File: config.mk
export PLATFORM = sky130hd
export DESIGN_NAME = shared_compute_arbiter
export DESIGN_NICKNAME = d
export VERILOG_FILES = /design/src/rtl/shared_compute_arbiter.sv
export SDC_FILE = /design/constraint.sdc
export NUM_CORES = 1
export LEC_CHECK = 0
export CORE_MARGIN = 4
export CORE_UTILIZATION = 50
export CTS_CLUSTER_SIZE = 30
export DETAILED_ROUTE_END_ITERATION = 12
export GPL_ROUTABILITY_DRIVEN = 0
export PLACE_DENSITY = 0.77
export SYNTH_ARGS = -nofsm -noshare
export SYNTH_HDL_FRONTEND = slang
export SYNTH_SLANG_ARGS = --single-unit
File: constraint.sdc
create_clock -name clk -period 2.7 [get_ports clk]
set_clock_uncertainty 0.1 [all_clocks]
set_input_delay 0.27 -clock clk [delete_from_list [all_inputs] [get_ports clk]]
set_output_delay 0.27 -clock clk [all_outputs]
set_load 0.02 [all_outputs]
File: src/rtl/shared_compute_arbiter.sv
// Time-shares one compute unit among NUM_UNITS requesters: round-robin or fixed-priority
// arbitration, start/done handshake, watchdog abort and a saturating busy-cycle counter.
module shared_compute_arbiter #(
    parameter int NUM_UNITS   = 4,
    parameter int ID_W        = $clog2(NUM_UNITS),
    parameter int TIMEOUT_CYC = 1024,
    parameter int CNT_W       = 16
) (
    input  logic                 clk,
    input  logic                 rst_n,
    input  logic                 mode_rr,
    input  logic [NUM_UNITS-1:0] req,
    output logic [NUM_UNITS-1:0] grant,
    output logic [ID_W-1:0]      grant_id,
    input  logic                 cu_ready,
    output logic                 cu_start,
    input  logic                 cu_done,
    output logic [NUM_UNITS-1:0] unit_done,
    output logic [NUM_UNITS-1:0] unit_abort,
    output logic                 timeout_err,
    input  logic                 clr,
    output logic [CNT_W-1:0]     busy_cnt
);

    localparam int TO_W = $clog2(TIMEOUT_CYC);

    typedef enum logic [1:0] {S_IDLE, S_ISSUE, S_WAIT, S_RELEASE} state_t;

    state_t                 state_q;
    logic [ID_W-1:0]        rr_ptr_q;
    logic [TO_W-1:0]        tcnt_q;
    logic [NUM_UNITS-1:0]   grant_q;
    logic [ID_W-1:0]        grant_id_q;
    logic                   cu_start_q;
    logic [NUM_UNITS-1:0]   unit_done_q;
    logic [NUM_UNITS-1:0]   unit_abort_q;
    logic                   timeout_err_q;
    logic [CNT_W-1:0]       busy_cnt_q;

    logic [ID_W-1:0]        win_id_d;
    logic                   win_found_d;
    logic [ID_W-1:0]        cand;
    int unsigned            base;
    logic [NUM_UNITS-1:0]   id_onehot;

    // Fixed priority is the rotating search with its start forced to index 0.
    always_comb begin
        win_id_d    = '0;
        win_found_d = 1'b0;
        cand        = '0;
        base        = mode_rr ? 32'(rr_ptr_q) : 32'd0;
        for (int unsigned i = 0; i < NUM_UNITS; i++) begin
            cand = ID_W'((base + i) % NUM_UNITS);
            if (!win_found_d && req[cand]) begin
                win_found_d = 1'b1;
                win_id_d    = cand;
            end
        end
    end

    assign id_onehot = NUM_UNITS'(1) << grant_id_q;

    always_ff @(posedge clk) begin
        if (!rst_n) begin
            state_q       <= S_IDLE;
            rr_ptr_q      <= '0;
            tcnt_q        <= '0;
            grant_q       <= '0;
            grant_id_q    <= '0;
            cu_start_q    <= 1'b0;
            unit_done_q   <= '0;
            unit_abort_q  <= '0;
            timeout_err_q <= 1'b0;
            busy_cnt_q    <= '0;
        end else begin
            if (state_q != S_IDLE) begin
                if (busy_cnt_q != '1)
                    busy_cnt_q <= busy_cnt_q + CNT_W'(1);
            end else if (clr) begin
                busy_cnt_q <= '0;
            end
            if (clr)
                timeout_err_q <= 1'b0;

            case (state_q)
                S_IDLE: begin
                    if (win_found_d && cu_ready) begin
                        grant_id_q <= win_id_d;
                        grant_q    <= NUM_UNITS'(1) << win_id_d;
                        cu_start_q <= 1'b1;
                        state_q    <= S_ISSUE;
                    end
                end
                S_ISSUE: begin
                    cu_start_q <= 1'b0;
                    tcnt_q     <= '0;
                    state_q    <= S_WAIT;
                end
                S_WAIT: begin
                    // Completion takes precedence over a watchdog expiry in the same cycle.
                    if (cu_done) begin
                        unit_done_q <= id_onehot;
                        grant_q     <= '0;
                        state_q     <= S_RELEASE;
                    end else if (tcnt_q == TO_W'(TIMEOUT_CYC - 1)) begin
                        unit_abort_q  <= id_onehot;
                        timeout_err_q <= 1'b1;
                        grant_q       <= '0;
                        state_q       <= S_RELEASE;
                    end else begin
                        tcnt_q <= tcnt_q + TO_W'(1);
                    end
                end
                S_RELEASE: begin
                    unit_done_q  <= '0;
                    unit_abort_q <= '0;
                    rr_ptr_q     <= (grant_id_q == ID_W'(NUM_UNITS - 1)) ? '0
                                    : grant_id_q + ID_W'(1);
                    state_q      <= S_IDLE;
                end
                default: state_q <= S_IDLE;
            endcase
        end
    end

    assign grant       = grant_q;
    assign grant_id    = grant_id_q;
    assign cu_start    = cu_start_q;
    assign unit_done   = unit_done_q;
    assign unit_abort  = unit_abort_q;
    assign timeout_err = timeout_err_q;
    assign busy_cnt    = busy_cnt_q;

endmodule
==> flow_summary_export.csv <==
group,metric,value,unit
logic_synthesis,ys.flop_type,"dfxtp_1",
sta,finalHoldViolCount,0,
power_and_ir_drop,p_leak,1.11,nW
clock_tree,cts_root_buf,"clkbuf_8",
logic_synthesis,async_flop_share,0,%
route,ant_nets,0,
finish,drive_gt1_share,6.67,%
route,drcViolationCount,0,
placement,dp.cells,422,
clock_tree,clock_sinks,46,
global_route,grt_pass1_wl,10100,um
global_route,track_usage,18.8,%
worst_setup_path,cp_cell_sequence,"clkdlybuf4s50_1 -> inv_1 -> a221oi_2 -> o211ai_1 -> and2_1 -> a32o_1",
logic_synthesis,ys_seq_elements,46,
clock_tree,cts.reportedPaths.clkPinSlew,0.09,ns
power_and_ir_drop,swShare,36.3,%
finish,layout_commonest_cell,"dfxtp_1",
finish,final_cells,430,
floorplan,num_rows,26,
logic_synthesis,netlist_instances,323,
sta,slew_viol_final,0,
sta,tightestPinTransition,0.630,ns
logic_synthesis,synth_cell_types,63,
worst_setup_path,end_kind,"flop",
global_route,antenna_found_initial,0,
floorplan,start_util,52.2,%
finish,final_nets,379,
route,finalWirelength,5950,um
finish,syn2layout_area_growth,19.4,%
route,vias,2436,
worst_setup_path,max_stage_delay,0.75,ns
clock_tree,h-tree-depth,2,
clock_tree,clkLatencyLatePin,0.30,ns
logic_synthesis,syn-cell-area,2700,um^2
clock_tree,cts_tree,"yes",
floorplan,die_w,81.5,um
sta,relSlewSlack,58.0,%
hold_path,hold_path.class,"reg -> reg",
worst_setup_path,crit_fanout,14,
floorplan,num_io_pins,42,
logic_synthesis,seq_area_frac_synth,34.1,%
clock_tree,post_cts_buffers,0,
worst_setup_path,required,2.79,ns
route,drt_iter0_drc,160,
global_route,grt_pass1_vias,2248,
logic_synthesis,avgSynthCellArea,8.37,um^2
power_and_ir_drop,power.switching,655,uW
power_and_ir_drop,ir_worst_vdd,419,uV
floorplan,core_area,5170,um^2
worst_setup_path,r2r_end,"busy_cnt[15]",
worst_setup_path,r2r-start,"state_q[0]",
global_route,gr-total-overflow,0,
worst_setup_path,worstSetupStartpointType,"primary input",
placement,place.port_buffers,41,
sta,period_share,81.9,%
sta,finalSetupTns,0,ns
clock_tree,cts_hold_buf,0,
route,drtPass1Iterations,4,
clock_tree,cts_resized,0,
worst_setup_path,ff2ff_path_depth,7,
worst_setup_path,r2r_slack,0.49,ns
power_and_ir_drop,power.internal,1.15,mW
route,wl_per_cell,13.8,um
run,cap_violations,0,
hold_path,min_from,"grant[3]",
sta,rsz0062_at_grt,"false",
power_and_ir_drop,p_comb_share,33.1,%
worst_setup_path,critical_path.slowest_cell,"clkdlybuf4s50_1",
logic_synthesis,yosysWarnings,0,
power_and_ir_drop,power.density,559,nW/um^2
power_and_ir_drop,p_seq_share,43.7,%
sta,max_freq,0.452,GHz
logic_synthesis,synth.net_count,343,
finish,layout_common_cells,"dfxtp_1 (46), nor2_1 (43), clkdlybuf4s50_1 (41), inv_1 (20), nand2_1 (20)",
run_status,status,"finished, final reports clean",
worst_setup_path,path_class,"in -> reg",
hold_path,hold_depth,2,
logic_synthesis,synth_edf_count,0,
route,viasPerCell,5.67,
global_route,grt_max_degree,21,
clock_tree,numCtsBuffers,5,
finish,diodes,0,
worst_setup_path,crit_arrival,2.31,ns
power_and_ir_drop,clkPwrFrac,23.2,%
placement,dpl.hpwl,4380,um
sta,fin_crit,2.21,ns
hold_path,hold_end,"grant[3]",
floorplan,die_height,81.5,um
floorplan,die_area,6650,um^2
clock_tree,clockBufferDepth,2,
sta,setup_viol,0,
[per-layer routing]
layer  global-route usage, %  wire length [um]
met1                    25.1              2890
met5                       0                 0
met2                    30.9              2740
met3                    4.06               263
met4                    4.05                51
[state kept, by name, indices dropped and copies added, names as in the netlist]
signal       count
grant_id         2
rr_ptr_q         2
tcnt_q          10
unit_done        4
busy_cnt        16
unit_abort       4
grant            4
state_q          2
cu_start         1
timeout_err      1
[through the flow]
stage | hold slack [ns] | power, mW | util (%) | setup slack, ns | instance area, um^2
5_1_grt | 0.398 | 1.90 | 62.4 | 0.307 | 3230
3_3_place_gp | 0.356 | 1.37 | 60.7 | 0.296 | 3140
3_5_place_dp | 0.352 | 1.39 | 60.7 | 0.206 | 3140
4_1_cts | 0.369 | 1.81 | 62.4 | 0.498 | 3230
6_report | 0.371 | 1.80 | 62.4 | 0.488 | 3230
2_1_floorplan | 0.384 | 1.22 | - | 0.758 | 2700
[worst max-delay path, delay by kind of cell]
family / cells / cell delay [ns]
AND/OR/NAND/NOR: 1 / 0.22
buffers and inverters: 2 / 0.94
AO/OA/AOI/OAI: 3 / 0.88
[power by group through the flow]
stage | registers, mW | clock network, mW | logic (mW)
after floorplan | 0.823 | 0 | 0.395
after global placement | 0.799 | 0 | 0.574
after detailed placement | 0.804 | 0 | 0.586
after CTS | 0.789 | 0.429 | 0.592
after global routing | 0.797 | 0.456 | 0.648
final | 0.789 | 0.418 | 0.597
[cells in the mapped netlist, drive strengths merged, types with 6 or more instances]
library cell | number | area [um^2]
a211oi | 7 | 52.6
nor2 | 43 | 161
nand2 | 21 | 81.3
xnor2 | 10 | 87.6
a21oi | 17 | 88.8
xor2 | 13 | 114
o21ai | 10 | 53.8
buf | 11 | 73.8
inv | 20 | 75.1
ha | 10 | 125
nand3 | 12 | 60.1
dfxtp | 46 | 921
o211ai | 6 | 45.0
nor2b | 8 | 50.1
[how the worst max path moves through the flow]
stage | slack (ns) | startpoint | to
after CTS | 0.50 | state_q[0] | busy_cnt[11]
after global placement | 0.30 | mode_rr | cu_start
after floorplan | 0.76 | state_q[0] | busy_cnt[15]
after detailed placement | 0.21 | mode_rr | cu_start
after global routing | 0.31 | rr_ptr_q[0] | grant[1]
final | 0.49 | mode_rr | cu_start
[cells by family (layout without fill, tap and decap cells)]
group	Yosys count	after routing	synth area share [%]
multiplexers	3	3	1.16
adder cells (fa/ha/maj)	10	10	4.63
buffers and inverters	38	75	6.48
XOR/XNOR	23	23	7.45
flip-flops	46	46	34.1
AND/OR/NAND/NOR	119	119	22.6
AO/OA/AOI/OAI	84	84	23.6
[final cells by class]
type / instances / area, um^2
multi-input cells: 239 / 1610
clock buffers: 5 / 68.8
flip-flops and latches: 46 / 921
clock inverters: 3 / 21.3
fillers: 446 / 1940
repair buffers: 45 / 440
inverters: 22 / 82.6
well taps: 70 / 87.6
Power figures use the tool's default switching activity.
